`src/rtl/vga_timing_pkg.sv`:
```
// vga_timing_pkg -- shared definitions for the VGA timing generator.
//
// Holds the per-axis phase enum used by the phase machines, the counter
// width, the default 640x480@60 timing constants, and a helper that derives
// an axis total from its four segment lengths.
//
// The optional output register stage is selected elsewhere with the
// VGA_OUT_REG_EN macro; nothing in this package depends on it.
package vga_timing_pkg;

    // Width of pix_x / pix_y and of both axis counters.
    localparam int CNT_W = 10;

    // Default 640x480@60 timing (25.175 MHz pixel rate).
    localparam int DEF_H_VISIBLE = 640;
    localparam int DEF_H_FP      = 16;
    localparam int DEF_H_SYNC    = 96;
    localparam int DEF_H_BP      = 48;
    localparam int DEF_V_VISIBLE = 480;
    localparam int DEF_V_FP      = 10;
    localparam int DEF_V_SYNC    = 2;
    localparam int DEF_V_BP      = 33;

    // Phase of one axis within its line (horizontal) or frame (vertical).
    typedef enum logic [1:0] {
        ACTIVE = 2'd0,
        FRONT  = 2'd1,
        SYNC   = 2'd2,
        BACK   = 2'd3
    } phase_e;

    // Number of counts in one full period of an axis.
    function automatic int axis_total(input int visible, input int fp,
                                      input int sync_len, input int bp);
        return visible + fp + sync_len + bp;
    endfunction

endpackage

```
`src/rtl/vga_axis_counter.sv`:
```
// vga_axis_counter -- one axis (horizontal or vertical) of the VGA timing.
//
// A modulo-TOTAL counter plus the four-state phase machine
// ACTIVE -> FRONT -> SYNC -> BACK -> ACTIVE that tracks which segment the
// count is in. The phase is held in a register alongside the count so the
// sync/visible decode downstream is a plain compare on flops.
//
// Ports:
//   clk      in   system clock, posedge
//   rst      in   asynchronous active-high reset (count 0, phase ACTIVE)
//   en       in   advance the count by one on this edge
//   cnt_q    out  current count, 0..TOTAL-1
//   phase_q  out  current phase (also serves as the state debug view)
//   wrap     out  high when en is set and the count is at TOTAL-1, i.e. this
//                 edge returns the count to 0; used to step the next axis
//
// Handshake: there is none; en is a plain per-edge strobe, no backpressure.
module vga_axis_counter
    import vga_timing_pkg::*;
#(
    parameter int VISIBLE  = DEF_H_VISIBLE,
    parameter int FP       = DEF_H_FP,
    parameter int SYNC_LEN = DEF_H_SYNC,
    parameter int BP       = DEF_H_BP
) (
    input  logic             clk,
    input  logic             rst,
    input  logic             en,
    output logic [CNT_W-1:0] cnt_q,
    output phase_e           phase_q,
    output logic             wrap
);

    // Counts at which each later phase begins, and the last count of the axis.
    localparam logic [CNT_W-1:0] FRONT_START = CNT_W'(VISIBLE);
    localparam logic [CNT_W-1:0] SYNC_START  = CNT_W'(VISIBLE + FP);
    localparam logic [CNT_W-1:0] BACK_START  = CNT_W'(VISIBLE + FP + SYNC_LEN);
    localparam logic [CNT_W-1:0] LAST_CNT    =
        CNT_W'(axis_total(VISIBLE, FP, SYNC_LEN, BP) - 1);

    logic [CNT_W-1:0] cnt_d;
    phase_e           phase_d;

    always_comb begin
        wrap    = en && (cnt_q == LAST_CNT);
        cnt_d   = cnt_q;
        phase_d = phase_q;
        if (en) begin
            cnt_d = wrap ? '0 : cnt_q + CNT_W'(1);
            // The phase moves on the same edge the count reaches the start
            // of the next segment, so phase_q always matches cnt_q.
            case (phase_q)
                ACTIVE:  if (cnt_d == FRONT_START) phase_d = FRONT;
                FRONT:   if (cnt_d == SYNC_START)  phase_d = SYNC;
                SYNC:    if (cnt_d == BACK_START)  phase_d = BACK;
                BACK:    if (wrap)                 phase_d = ACTIVE;
                default:                           phase_d = ACTIVE;
            endcase
        end
    end

    always_ff @(posedge clk or posedge rst) begin
        if (rst) begin
            cnt_q   <= '0;
            phase_q <= ACTIVE;
        end else begin
            cnt_q   <= cnt_d;
            phase_q <= phase_d;
        end
    end

endmodule

```
`src/rtl/vga_timing.sv`:
```
// vga_timing -- VGA sync / position generator.
//
// Two vga_axis_counter instances: the horizontal one steps on every clk with
// pix_en=1, the vertical one steps on the edge where the horizontal count
// wraps. Sync and visible flags are decoded from the registered phases, so
// no output has a combinational path from pix_en.
//
// Ports:
//   clk         in   system clock, posedge
//   rst         in   asynchronous active-high reset
//   pix_en      in   pixel-rate strobe; one pixel step per clk with pix_en=1
//   hsync       out  horizontal sync, active low
//   vsync       out  vertical sync, active low
//   video_on    out  current pixel is in the visible area
//   pix_x       out  horizontal count, 0..H_TOTAL-1
//   pix_y       out  vertical count, 0..V_TOTAL-1
//   frame_tick  out  one-clk pulse at the start of vertical blanking
//
// Build option: define VGA_OUT_REG_EN to add one register stage on every
// output (all outputs delayed uniformly by one clk, same reset values).
module vga_timing
    import vga_timing_pkg::*;
#(
    parameter int H_VISIBLE = DEF_H_VISIBLE,
    parameter int H_FP      = DEF_H_FP,
    parameter int H_SYNC    = DEF_H_SYNC,
    parameter int H_BP      = DEF_H_BP,
    parameter int V_VISIBLE = DEF_V_VISIBLE,
    parameter int V_FP      = DEF_V_FP,
    parameter int V_SYNC    = DEF_V_SYNC,
    parameter int V_BP      = DEF_V_BP
) (
    input  logic             clk,
    input  logic             rst,
    input  logic             pix_en,
    output logic             hsync,
    output logic             vsync,
    output logic             video_on,
    output logic [CNT_W-1:0] pix_x,
    output logic [CNT_W-1:0] pix_y,
    output logic             frame_tick
);

    localparam logic [CNT_W-1:0] H_LAST_VIS = CNT_W'(H_VISIBLE - 1);
    localparam logic [CNT_W-1:0] V_LAST_VIS = CNT_W'(V_VISIBLE - 1);

    logic [CNT_W-1:0] h_cnt_q;
    logic [CNT_W-1:0] v_cnt_q;
    phase_e           h_phase_q;
    phase_e           v_phase_q;
    logic             h_wrap;
    logic             v_wrap;

    // started_q keeps video_on low between reset release and the first
    // pix_en, even though both phases already read ACTIVE.
    logic started_q, started_d;
    logic frame_tick_q, frame_tick_d;

    vga_axis_counter #(
        .VISIBLE  (H_VISIBLE),
        .FP       (H_FP),
        .SYNC_LEN (H_SYNC),
        .BP       (H_BP)
    ) u_h_axis (
        .clk     (clk),
        .rst     (rst),
        .en      (pix_en),
        .cnt_q   (h_cnt_q),
        .phase_q (h_phase_q),
        .wrap    (h_wrap)
    );

    vga_axis_counter #(
        .VISIBLE  (V_VISIBLE),
        .FP       (V_FP),
        .SYNC_LEN (V_SYNC),
        .BP       (V_BP)
    ) u_v_axis (
        .clk     (clk),
        .rst     (rst),
        .en      (h_wrap),
        .cnt_q   (v_cnt_q),
        .phase_q (v_phase_q),
        .wrap    (v_wrap)
    );

    always_comb begin
        started_d    = started_q | pix_en;
        // Pulse on the edge leaving the last visible pixel of the last
        // visible line; it drops on the next clk whether or not pix_en is set.
        frame_tick_d = pix_en && (h_cnt_q == H_LAST_VIS) && (v_cnt_q == V_LAST_VIS);
    end

    always_ff @(posedge clk or posedge rst) begin
        if (rst) begin
            started_q    <= 1'b0;
            frame_tick_q <= 1'b0;
        end else begin
            started_q    <= started_d;
            frame_tick_q <= frame_tick_d;
        end
    end

    // Decode from state registers only.
    logic             hsync_s;
    logic             vsync_s;
    logic             video_on_s;

    always_comb begin
        hsync_s    = (h_phase_q != SYNC);
        vsync_s    = (v_phase_q != SYNC);
        video_on_s = started_q && (h_phase_q == ACTIVE) && (v_phase_q == ACTIVE);
    end

`ifdef VGA_OUT_REG_EN
    logic             hsync_q, vsync_q, video_on_q, frame_tick_oq;
    logic [CNT_W-1:0] pix_x_q, pix_y_q;

    always_ff @(posedge clk or posedge rst) begin
        if (rst) begin
            hsync_q       <= 1'b1;
            vsync_q       <= 1'b1;
            video_on_q    <= 1'b0;
            frame_tick_oq <= 1'b0;
            pix_x_q       <= '0;
            pix_y_q       <= '0;
        end else begin
            hsync_q       <= hsync_s;
            vsync_q       <= vsync_s;
            video_on_q    <= video_on_s;
            frame_tick_oq <= frame_tick_q;
            pix_x_q       <= h_cnt_q;
            pix_y_q       <= v_cnt_q;
        end
    end

    always_comb begin
        hsync      = hsync_q;
        vsync      = vsync_q;
        video_on   = video_on_q;
        frame_tick = frame_tick_oq;
        pix_x      = pix_x_q;
        pix_y      = pix_y_q;
    end
`else
    always_comb begin
        hsync      = hsync_s;
        vsync      = vsync_s;
        video_on   = video_on_s;
        frame_tick = frame_tick_q;
        pix_x      = h_cnt_q;
        pix_y      = v_cnt_q;
    end
`endif

    // The vertical wrap has no consumer; a frame restart is visible as
    // (pix_x,pix_y) returning to (0,0).
    logic unused_v_wrap;
    always_comb unused_v_wrap = v_wrap;

endmodule

```
`config.mk`:
```
export PLATFORM = sky130hd
export DESIGN_NAME = vga_timing
export DESIGN_NICKNAME = d
export VERILOG_FILES = /design/src/rtl/vga_timing_pkg.sv /design/src/rtl/vga_axis_counter.sv /design/src/rtl/vga_timing.sv
export SDC_FILE = /design/constraint.sdc
export NUM_CORES = 1
export LEC_CHECK = 0
export ABC_CLOCK_PERIOD_IN_PS = 6600
export BUFFER_PORTS_ARGS = -buffer_cell sky130_fd_sc_hd__buf_2
export CORE_MARGIN = 1
export CORE_UTILIZATION = 40
export DETAILED_ROUTE_END_ITERATION = 16
export GPL_ROUTABILITY_DRIVEN = 0
export SLEW_MARGIN = 20
export SYNTH_ARGS = -nofsm -noshare
export SYNTH_HDL_FRONTEND = slang
export SYNTH_HIERARCHICAL = 1
export SYNTH_SLANG_ARGS = --single-unit
```
`constraint.sdc`:
```
create_clock -name clk -period 6.6 [get_ports clk]
set_input_delay 0.66 -clock clk [delete_from_list [all_inputs] [get_ports clk]]
set_output_delay 0.66 -clock clk [all_outputs]
set_load 0.02 [all_outputs]
```
# Yosys cells after proc, flatten, opt, wreduce, memory -nomap -nowiden
# Cells that the tools add are included.
# Widths: inputs -> output; s select.
[word_totals]
register_bits = 26
[classes]
addsub = 2
n_eq_ne = 26
muxes = 12
bitwise_logic = 1
reduce_logical = 10
[op_table]
columns = ["cell", "count"]
rows = [
  ["$eq 10x10->1 const B", 6],
  ["$eq 10x9->1 const B", 4],
  ["$add 10x1->10 const B", 2],
  ["$mux 10", 2],
  ["$mux 2", 8],
  ["$ne 2x1->1 const B", 8],
  ["$pmux 2 s4", 2],
  ["$reduce_and 5->1", 2],
  ["$eq 2x2->1 const B", 4],
  ["$logic_and 1x1->1", 6],
  ["$eq 2x1->1 const B", 2],
  ["$logic_not 2->1", 2],
  ["$ne 2x2->1 const B", 2],
  ["$or 1x1->1", 1],
]

# Logic depth before layout (Yosys ltp)
# Gate-level depths: netlist (run 1).
[depth]
ltp_word = 7
mapped_depth = 11
ltp_nobuf = 8

# Cells and area by module
# The synthesis (run 1) kept the hierarchy.
[modules_own_cells]
columns = ["module", "instances", "cells_each", "area_per_inst_um2"]
rows = [
  ["vga_axis_counter (u_h_axis)", 1, 101, 884.6],
  ["vga_axis_counter (u_v_axis)", 1, 91, 860.8],
  ["vga_timing", 1, 17, 145.1],
]

# Least setup slack after synthesis (run 1)
# No wires, ideal clock.
[synth_timing]
path_type = "flip-flop to flip-flop"
start = "reg u_h_axis.cnt_q[1]"
end = "reg u_v_axis.phase_q[1]"
setup_ns = 0.128
t_arrival_ns = 2.850
slack_ns = 3.623
stages_incl_launch_ff = 12
cell_sequence = "dfrtp_1 > ha_1 > buf_2 > and3_1 > buf_2 > and3_1 > clkbuf_1 > nor4b_4 > a31oi_1 > a2bb2oi_1 > nor4_2 > mux2_1"
[synth_between]
elab_chain_len = 7
[synth_lines]
columns = ["element", "line", "rtl"]
rows = [
  ["start: declaration", "vga_axis_counter.sv:29", "output logic [CNT_W-1:0] cnt_q,"],
  ["start signal: assignment", "vga_axis_counter.sv:67", "cnt_q <= cnt_d;"],
  ["$eq 10x10->1 (*)", "vga_axis_counter.sv:45", "wrap = en && (cnt_q == LAST_CNT);"],
  ["$logic_and 1x1->1 (*)", "vga_axis_counter.sv:45", ""],
  ["via h_wrap", "vga_timing.sv:51", "logic h_wrap;"],
  ["$logic_and 1x1->1 (*)", "vga_axis_counter.sv:45", ""],
  ["via unused_v_wrap", "vga_timing.sv:158", "logic unused_v_wrap;"],
  ["$mux 10", "vga_axis_counter.sv:49", "cnt_d = wrap ? '0 : cnt_q + CNT_W'(1);"],
  ["$eq 10x9->1 (on tied branches)", "vga_axis_counter.sv:55, vga_axis_counter.sv:53, vga_axis_counter.sv:54", ""],
  ["$ne 2x1->1 (no source line)", "-", ""],
  ["$reduce_and 5->1 (no source line) (*)", "-", ""],
  ["end signal: assignment", "vga_axis_counter.sv:68", "phase_q <= phase_d;"],
  ["end: declaration", "vga_axis_counter.sv:30", "output phase_e phase_q,"],
]
# Mark *: on every way through the listed nets, which the timed path passes. The rest lies on a longest branch.
# A chain may end at the register's enable or synchronous reset.

# Worst setup path in the final report (run 1)
[layout_timing]
start = "reg u_h_axis.cnt_q[0]"
end = "reg u_v_axis.phase_q[1]"
# Same word-level chain as after synthesis.

==> impl_metrics.env, run 1 <==
export IMPL_final_cell_count_no_fill=276
export IMPL_slew_viol_final=0
export IMPL_grt_max_degree=22
export IMPL_peakVddDrop_mv=0.0733
export IMPL_skew_ns=0.00812
export IMPL_final_setup_tns_ns=0
export IMPL_fp_row_count=24
export IMPL_critPathCaptureType="register"
export IMPL_grt_use_total_pct=17.2
export IMPL_die_area_sq_um=5010
export IMPL_grt_pass1_vias=1441
export IMPL_cts_buffer_depth=2
export IMPL_total_leakage_power_uw=0.000911
export IMPL_synth_cells=209
export IMPL_synth_area_sq_um=1890
export IMPL_violations="DRC"
export IMPL_n_antenna_cell=0
export IMPL_async_flop_share_pct=100
export IMPL_reg2reg_slack_ns=3.17
export IMPL_avgViaCountPerCell=5.76
export IMPL_synth_seq_cells=26
export IMPL_status="finished with violations"
export IMPL_die_x_microns=70.8
export IMPL_yosys_top_cells_area="dfrtp_1, ha_1, xnor2_1, nand2_1, nand4b_1"
export IMPL_antenna_found_initial=0
export IMPL_portBuffers=26
export IMPL_setup_viol=0
export IMPL_yosys_cell_count_top_type="dfrtp_1"
export IMPL_num_vias=1589
export IMPL_p_per_area_nw_per_um2=194
export IMPL_clk_pin_slew_worst_paths_ns=0.09
export IMPL_initial_utilization_pct=42.5
export IMPL_wl_per_cell_microns=14.9
export IMPL_crit_top_cell="and3_1"
export IMPL_cp_arrival_ns=3.59
export IMPL_ys_seq_area_share_pct=34.4
export IMPL_synth_edff_count=0
export IMPL_clockRootBuffer="clkbuf_8"
export IMPL_slowest_stage="and3_1"
export IMPL_worstPathCellList="ha_1, and3_1, and3_1, nor4b_4, a31oi_1, a2bb2oi_1, nor4_2, mux2_1"
export IMPL_rr_endpoint="u_v_axis/phase_q[1]"
export IMPL_grt_pass1_wl_microns=6910
export IMPL_yosys_area_top_type="dfrtp_1"
export IMPL_postRouteAntennaNets=0
export IMPL_fin_ws_ns=3.17
export IMPL_yosysWarningCount=6
export IMPL_crit_family="simple AND/OR/NAND/NOR gates"
export IMPL_htree_num_levels=1
export IMPL_dpl_cell_area_sq_um=2010
export IMPL_synth_nets=225
export IMPL_cpPeakStageDelay_ns=0.66
export IMPL_synth_ff_type="dfrtp_1"
export IMPL_fin_area_sq_um=2060
export IMPL_cts_buffers=3
export IMPL_gr_total_overflow=0
export IMPL_cp_depth=8
export IMPL_clk_latency_ns=0.27
export IMPL_place_ws_ns=3.20
export IMPL_r2r_start="u_h_axis/cnt_q[0]"
export IMPL_slew_limit_headroom_pct=53.0
export IMPL_reg2regPathDepth=8
export IMPL_synth_common_cells="dfrtp_1, nand2_1, ha_1, inv_1, xnor2_1"
export IMPL_tightestPinTransition_ns=0.706
export IMPL_hpwl_microns=2970
export IMPL_drt_wl_total_microns=4110
export IMPL_drive_gt1_share_pct=16.1
export IMPL_coreArea_sq_um=4440
export IMPL_area_growth_pct=8.74
export IMPL_cp_required_ns=6.75
export IMPL_grt_setup_unrepaired="no"
export IMPL_worst_hold_slack_ns=0.244
export IMPL_worstSetupPathType="register to register"
export IMPL_max_freq_mhz=291
export IMPL_maxCapViolCount=0
export IMPL_synth_top_cell_area_share_pct=34.4
export IMPL_drc=4
export IMPL_critPathBufInv=0
export IMPL_hold_class="primary input to asynchronous set/reset pin"
export IMPL_first_pass_iters=10
export IMPL_hold_buffers=0
export IMPL_cts_tree="done"
export IMPL_fin_crit_sh_pct=52.0
export IMPL_multi_input_area_sq_um=1120
export IMPL_min_period_ns=3.43
export IMPL_register_area_sq_um=651
export IMPL_num_io_pins=27
export IMPL_cts_setup_buffers=0
export IMPL_cp_max_fo=21
export IMPL_die_height_microns=70.8
export IMPL_syn_area_per_cell_sq_um=9.05
export IMPL_clock_sinks=26
export IMPL_fill_cells=458
export IMPL_worst_setup_path_start_kind="register"
export IMPL_hold_violations=0
export IMPL_first_iter_violations=109
export IMPL_synth_cell_types=42
export IMPL_nets=242
export IMPL_place_inst=273
export IMPL_ctsResizeCount=0
-- flip-flops by register name (all words and copies together), names as in the netlist --
signal	flops
u_h_axis/cnt_q	10
u_v_axis/cnt_q	10
u_h_axis/phase_q	2
u_v_axis/phase_q	2
frame_tick	1
started_q	1
-- cell families (layout without fill, tap and decap cells) --
kind of cell             after synthesis  count (layout)  synth area share, %
AND/OR/NAND/NOR                       85              85                 27.3
multiplexers                           7               7                 3.90
XOR/XNOR                              17              17                 7.88
adder cells (fa/ha/maj)               13              13                 8.60
AO/OA/AOI/OAI                         34              34                 11.6
buffers and inverters                 27              42                 6.35
flip-flops                            26              26                 34.4
-- where the power goes --
part | internal (uW) | total, uW | switching (uW) | leakage, uW
Sequential | 173 | 213 | 40.1 | 0.000322
Clock | 40.9 | 91.1 | 50.2 | 0.0000216
Combinational | 40.0 | 94.1 | 54.1 | 0.000567
Total | 254 | 398 | 144 | 0.000911
-- routing by layer --
metal	track usage (%)	vias to the layer above	wire length [microns]
met4	4.00	0	17
met3	2.14	2	166
met1	25.3	771	1980
met5	0	-	0
met2	26.9	37	1950
li1	-	779	-
-- stage by stage --
step	power [uW]	utilization, %
final	398	46.3
after global placement	310	45.3
after CTS	403	46.3
after global routing	422	46.3
after floorplan	292	-
after detailed placement	310	45.3
-- placed cells by master, fill, tap and decap left out, types with 5 or more instances in the layout --
cell type and n:
nor2_1 8, o21ai_0 10, and3_1 8, nand4b_1 7, ha_1 13, dfrtp_1 26
inv_1 13, nor3_1 9, nand2b_1 5, nand2_1 22, nand4_1 7, buf_2 26
xnor2_1 13
-- area by class of cell --
type                       count  area share [%]
clock buffer                   3            2.01
inverter                      13            2.37
multi-input combinational    156            54.5
sequential                    26            31.6
tap                           52            3.16
timing repair buffer          26            6.33
-- worst reg2reg max path: stages (launching register included) --
cell and delay (ns):
dfrtp_1 0.51, ha_1 0.34, and3_1 0.34, and3_1 0.66
nor4b_4 0.51, a31oi_1 0.08, a2bb2oi_1 0.15, nor4_2 0.37
mux2_1 0.36
-- how the worst max path moves through the flow --
| stage | startpoint | end |
|---|---|---|
| final | u_h_axis/cnt_q[0] | u_v_axis/phase_q[1] |
| after global routing | u_h_axis/cnt_q[0] | u_v_axis/phase_q[1] |
| after CTS | u_h_axis/cnt_q[0] | u_v_axis/phase_q[1] |
| after detailed placement | u_h_axis/cnt_q[0] | u_v_axis/phase_q[1] |
| after global placement | u_h_axis/cnt_q[0] | u_v_axis/phase_q[1] |
| after floorplan | u_h_axis/cnt_q[1] | u_v_axis/phase_q[1] |
Note: power is estimated with default switching activity, not from simulation.
==> run 2: changes to the inputs <==
--- a/config.mk
+++ b/config.mk
@@ -5,7 +5,7 @@
 export SDC_FILE = /design/constraint.sdc
 export NUM_CORES = 1
 export LEC_CHECK = 0
-export ABC_CLOCK_PERIOD_IN_PS = 6600
+export ABC_CLOCK_PERIOD_IN_PS = 3200
 export BUFFER_PORTS_ARGS = -buffer_cell sky130_fd_sc_hd__buf_2
 export CORE_MARGIN = 1
 export CORE_UTILIZATION = 40
==> constraint.sdc (replaced) <==
create_clock -name clk -period 3.2 [get_ports clk]
set_input_delay 0.32 -clock clk [delete_from_list [all_inputs] [get_ports clk]]
set_output_delay 0.32 -clock clk [all_outputs]
set_load 0.02 [all_outputs]
==> impl_metrics.env, run 2 (synthesis results as in run 1) <==
export IMPL_status="finished with violations"
export IMPL_violations="DRC"
export IMPL_critPathCaptureType="register"
export IMPL_worst_setup_path_start_kind="register"
export IMPL_worstSetupPathType="register to register"
export IMPL_fill_cells=443
export IMPL_skew_ns=0.00718
export IMPL_avgViaCountPerCell=5.76
export IMPL_initial_utilization_pct=42.5
export IMPL_tightestPinTransition_ns=0.484
export IMPL_final_setup_tns_ns=0
export IMPL_portBuffers=26
export IMPL_register_area_sq_um=651
export IMPL_die_height_microns=70.8
export IMPL_num_vias=1623
export IMPL_htree_num_levels=1
export IMPL_gr_total_overflow=0
export IMPL_postRouteAntennaNets=0
export IMPL_final_cell_count_no_fill=282
export IMPL_min_period_ns=2.76
export IMPL_peakVddDrop_mv=0.210
export IMPL_ctsResizeCount=0
export IMPL_n_antenna_cell=0
export IMPL_maxCapViolCount=0
export IMPL_total_power_uw=861
export IMPL_nets=247
export IMPL_crit_family="simple AND/OR/NAND/NOR gates"
export IMPL_clk_latency_ns=0.28
export IMPL_cp_arrival_ns=2.93
export IMPL_cts_setup_buffers=0
export IMPL_grt_pass1_vias=1478
export IMPL_die_x_microns=70.8
export IMPL_place_inst=277
export IMPL_fin_crit_sh_pct=86.3
export IMPL_drive_gt1_share_pct=17.8
export IMPL_hold_class="primary input to register"
export IMPL_cts_buffer_depth=2
export IMPL_first_pass_iters=10
export IMPL_max_freq_mhz=362
export IMPL_wl_per_cell_microns=14.9
export IMPL_slew_limit_headroom_pct=67.3
export IMPL_grt_setup_unrepaired="no"
export IMPL_critPathBufInv=0
export IMPL_reg_largest_list="u_h_axis/cnt_q (10), u_v_axis/cnt_q (10)"
export IMPL_cp_required_ns=3.37
export IMPL_fp_row_count=24
export IMPL_clockRootBuffer="clkbuf_8"
export IMPL_num_io_pins=27
export IMPL_cts_buffers=3
export IMPL_die_area_sq_um=5010
export IMPL_crit_top_cell="and3_1"
export IMPL_grt_pass1_wl_microns=7070
export IMPL_setup_viol=0
export IMPL_coreArea_sq_um=4440
export IMPL_worst_hold_slack_ns=0.413
export IMPL_multi_input_area_sq_um=1120
export IMPL_slowest_stage="dfrtp_1"
export IMPL_grt_max_degree=17
export IMPL_total_leakage_power_uw=0.000943
export IMPL_final_cell_mix="dfrtp_1, buf_2, nand2_1"
export IMPL_hpwl_microns=3090
export IMPL_antenna_found_initial=0
export IMPL_hold_violations=0
export IMPL_slew_viol_final=0
export IMPL_clk_pin_slew_worst_paths_ns=0.10
export IMPL_worstPathCellList="ha_1, and3_1, and3_1, nor4b_1, a31oi_1, a2bb2oi_1, nor4_2, mux2_1"
export IMPL_cp_max_fo=9
export IMPL_area_growth_pct=11.6
export IMPL_p_per_area_nw_per_um2=408
export IMPL_first_iter_violations=99
export IMPL_clock_sinks=26
export IMPL_cpPeakStageDelay_ns=0.49
export IMPL_hold_buffers=1
export IMPL_cts_tree="done"
export IMPL_drc=5
export IMPL_reg2reg_slack_ns=0.44
export IMPL_drt_wl_total_microns=4210
export IMPL_grt_use_total_pct=17.9
[run 2: through the flow]
stage | utilization [%] | worst slack [ns] | cell area (sq um)
2_1_floorplan | - | 0.223 | 1890
3_3_place_gp | 46.0 | 0.493 | 2040
3_5_place_dp | 46.0 | 0.457 | 2040
4_1_cts | 47.5 | 0.429 | 2110
5_1_grt | 47.5 | 0.209 | 2110
6_report | 47.5 | 0.439 | 2110
[run 2: per-layer routing]
metal / global-route usage (%) / vias up / share of wire, %
met5: 0 / - / 0
li1: - / 787 / -
met4: 3.78 / 0 / 0.90
met1: 23.0 / 779 / 46
met2: 31.0 / 50 / 48
met3: 3.85 / 7 / 4.7
[run 2: tightest hold or removal path: stages]
cell     delay, ns
buf_2         0.19
nand2_1       0.08
o21ai_0       0.06
[run 2: path summary, 6_finish.rpt]
path	from	end	cells past startpoint
setup / recovery	u_h_axis/cnt_q[1]	u_v_axis/phase_q[1]	8
hold / removal	pix_en	u_h_axis/cnt_q[9]	3
setup reg to reg	u_h_axis/cnt_q[1]	u_v_axis/phase_q[1]	8
hold reg to reg	started_q	started_q	1
max in group asynchronous	rst	u_h_axis/cnt_q[0]	3
min in group asynchronous	rst	frame_tick	3
[run 2: area by class of cell]
cell class | instances | share of cell area [%]
flip-flops and latches | 26 | 30.8
inverters | 13 | 2.31
well taps | 52 | 3.08
multi-input cells | 156 | 53.1
clock buffers | 4 | 2.61
repair buffers | 31 | 8.07
[run 2: report_power, final]
group | total [uW] | leakage (uW) | switching, uW | internal (uW)
clock network | 222 | 0.0000288 | 112 | 110
logic | 200 | 0.000593 | 116 | 84.7
registers | 439 | 0.000322 | 81.6 | 357
total | 861 | 0.000943 | 309 | 552
==> run 3: changes to the inputs <==
--- a/config.mk
+++ b/config.mk
@@ -11,6 +11,8 @@
 export CORE_UTILIZATION = 40
 export DETAILED_ROUTE_END_ITERATION = 16
 export GPL_ROUTABILITY_DRIVEN = 0
+export PLACE_DENSITY = 0.57
+export SKIP_CTS_REPAIR_TIMING = 1
 export SLEW_MARGIN = 20
 export SYNTH_ARGS = -nofsm -noshare
 export SYNTH_HDL_FRONTEND = slang
==> impl_metrics.env, run 3 (synthesis results as in run 1) <==
export IMPL_status="finished with violations"
export IMPL_violations="DRC"
export IMPL_area_growth_pct=12.0
export IMPL_postRouteAntennaNets=0
export IMPL_peakVddDrop_mv=0.174
export IMPL_critPathBufInv=1
export IMPL_avgViaCountPerCell=5.65
export IMPL_reg2regPathDepth=8
export IMPL_grt_use_total_pct=18.2
export IMPL_skew_ns=0.00212
export IMPL_tightestPinTransition_ns=0.494
export IMPL_drt_wl_total_microns=4220
export IMPL_worstSetupPathType="register to register"
export IMPL_hold_violations=0
export IMPL_clock_sinks=26
export IMPL_reg2reg_slack_ns=0.38
export IMPL_antenna_found_initial=0
export IMPL_final_setup_tns_ns=0
export IMPL_num_vias=1587
export IMPL_grt_pass1_vias=1541
export IMPL_wl_per_cell_microns=15.0
export IMPL_drc=2
export IMPL_slowest_stage="dfrtp_1"
export IMPL_die_area_sq_um=5010
export IMPL_cpPeakStageDelay_ns=0.51
export IMPL_worst_setup_path_start_kind="register"
export IMPL_grt_setup_unrepaired="no"
export IMPL_gr_total_overflow=0
export IMPL_coreArea_sq_um=4440
export IMPL_r2r_start="u_h_axis/cnt_q[1]"
export IMPL_portBuffers=26
export IMPL_total_leakage_power_uw=0.000946
export IMPL_rr_endpoint="u_v_axis/phase_q[1]"
export IMPL_num_io_pins=27
export IMPL_htree_num_levels=1
export IMPL_initial_utilization_pct=42.5
export IMPL_max_freq_mhz=354
export IMPL_first_pass_iters=10
export IMPL_cp_arrival_ns=2.98
export IMPL_clk_pin_slew_worst_paths_ns=0.09
export IMPL_fin_crit_sh_pct=88.2
export IMPL_die_height_microns=70.8
export IMPL_cp_required_ns=3.36
export IMPL_grt_max_degree=17
export IMPL_setup_viol=0
export IMPL_reg_largest_list="u_h_axis/cnt_q (10), u_v_axis/cnt_q (10)"
export IMPL_maxCapViolCount=0
export IMPL_total_power_uw=914
export IMPL_slew_limit_headroom_pct=67.0
export IMPL_p_per_area_nw_per_um2=431
export IMPL_fin_ws_ns=0.378
export IMPL_n_antenna_cell=0
export IMPL_hold_start="pix_en"
export IMPL_nets=246
export IMPL_hpwl_microns=3080
export IMPL_clk_latency_ns=0.27
export IMPL_hold_class="primary input to register"
export IMPL_first_iter_violations=102
export IMPL_clockRootBuffer="clkbuf_8"
export IMPL_grt_pass1_wl_microns=7290
export IMPL_whs_path_depth=3
export IMPL_final_cell_mix="dfrtp_1, buf_2, nand2_1"
export IMPL_cts_tree="done"
export IMPL_cts_buffers=3
export IMPL_crit_family="simple AND/OR/NAND/NOR gates"
export IMPL_place_ws_ns=0.423
export IMPL_fp_row_count=24
export IMPL_die_x_microns=70.8
export IMPL_crit_top_cell="and3_1"
export IMPL_min_period_ns=2.82
export IMPL_critPathCaptureType="register"
export IMPL_whs_endpoint="u_h_axis/cnt_q[9]"
export IMPL_slew_viol_final=0
export IMPL_cp_startpoint="u_h_axis/cnt_q[1]"
export IMPL_cts_buffer_depth=2
export IMPL_drive_gt1_share_pct=17.5
export IMPL_cp_max_fo=13
export IMPL_worstPathCellList="ha_1, and3_1, and3_1, buf_4, nor3b_1, a2bb2oi_1, nor4_2, mux2_1"
## run 3: changes by cell type in the layout (fill, tap and decap cells not counted), sizes merged
cell / change
buf: -1
bufinv: +1
clkbuf: -1
## run 3: final cells by class
class | instances | area (sq um)
Clock buffer | 3 | 41.3
Clock inverter | 1 | 30.0
Fill cell | 434 | 2330
Inverter | 13 | 48.8
Multi-Input combinational cell | 156 | 1120
Sequential cell | 26 | 651
Tap cell | 52 | 65.1
Timing Repair Buffer | 30 | 163
## run 3: worst max path at each step
stage,cells after the start,endpoint
2_1_floorplan,11,u_v_axis/phase_q[1]
3_3_place_gp,8,u_v_axis/phase_q[1]
3_5_place_dp,8,u_v_axis/phase_q[1]
4_1_cts,8,u_v_axis/phase_q[1]
5_1_grt,8,u_v_axis/phase_q[1]
6_report,8,u_v_axis/phase_q[1]
## run 3: power by group
group,total [uW],switching (uW),internal [uW]
Clock,275,107,167
Combinational,196,113,83.2
Sequential,443,86.0,357
Total,914,306,608
## run 3: routing by layer
metal  GRT usage, %  vias to the layer above  share of wire (%)
met5              0                        -                  0
met4           6.89                        0                1.0
met3           2.14                        4                3.5
met2           31.4                       33                 48
met1           23.6                      761                 48
li1               -                      789                  -
## run 3: worst register-to-register path: cells and delay by family (launching register included)
family / cells / cell delay [ns]
simple gates: 4 / 1.19
flops: 1 / 0.51
mux: 1 / 0.36
fa+ha+maj: 1 / 0.35
buf+inv: 1 / 0.21
compound gates: 1 / 0.11
## run 3: metrics by stage
step	area, sq um	cells	util (%)	hold slack [ns]
4_1_cts	2110	280	47.4	-0.109
3_3_place_gp	2040	276	45.8	0.189
3_5_place_dp	2040	276	45.8	0.194
5_1_grt	2120	281	47.7	0.442
2_1_floorplan	1890	209	-	0.0612
6_report	2120	281	47.7	0.416
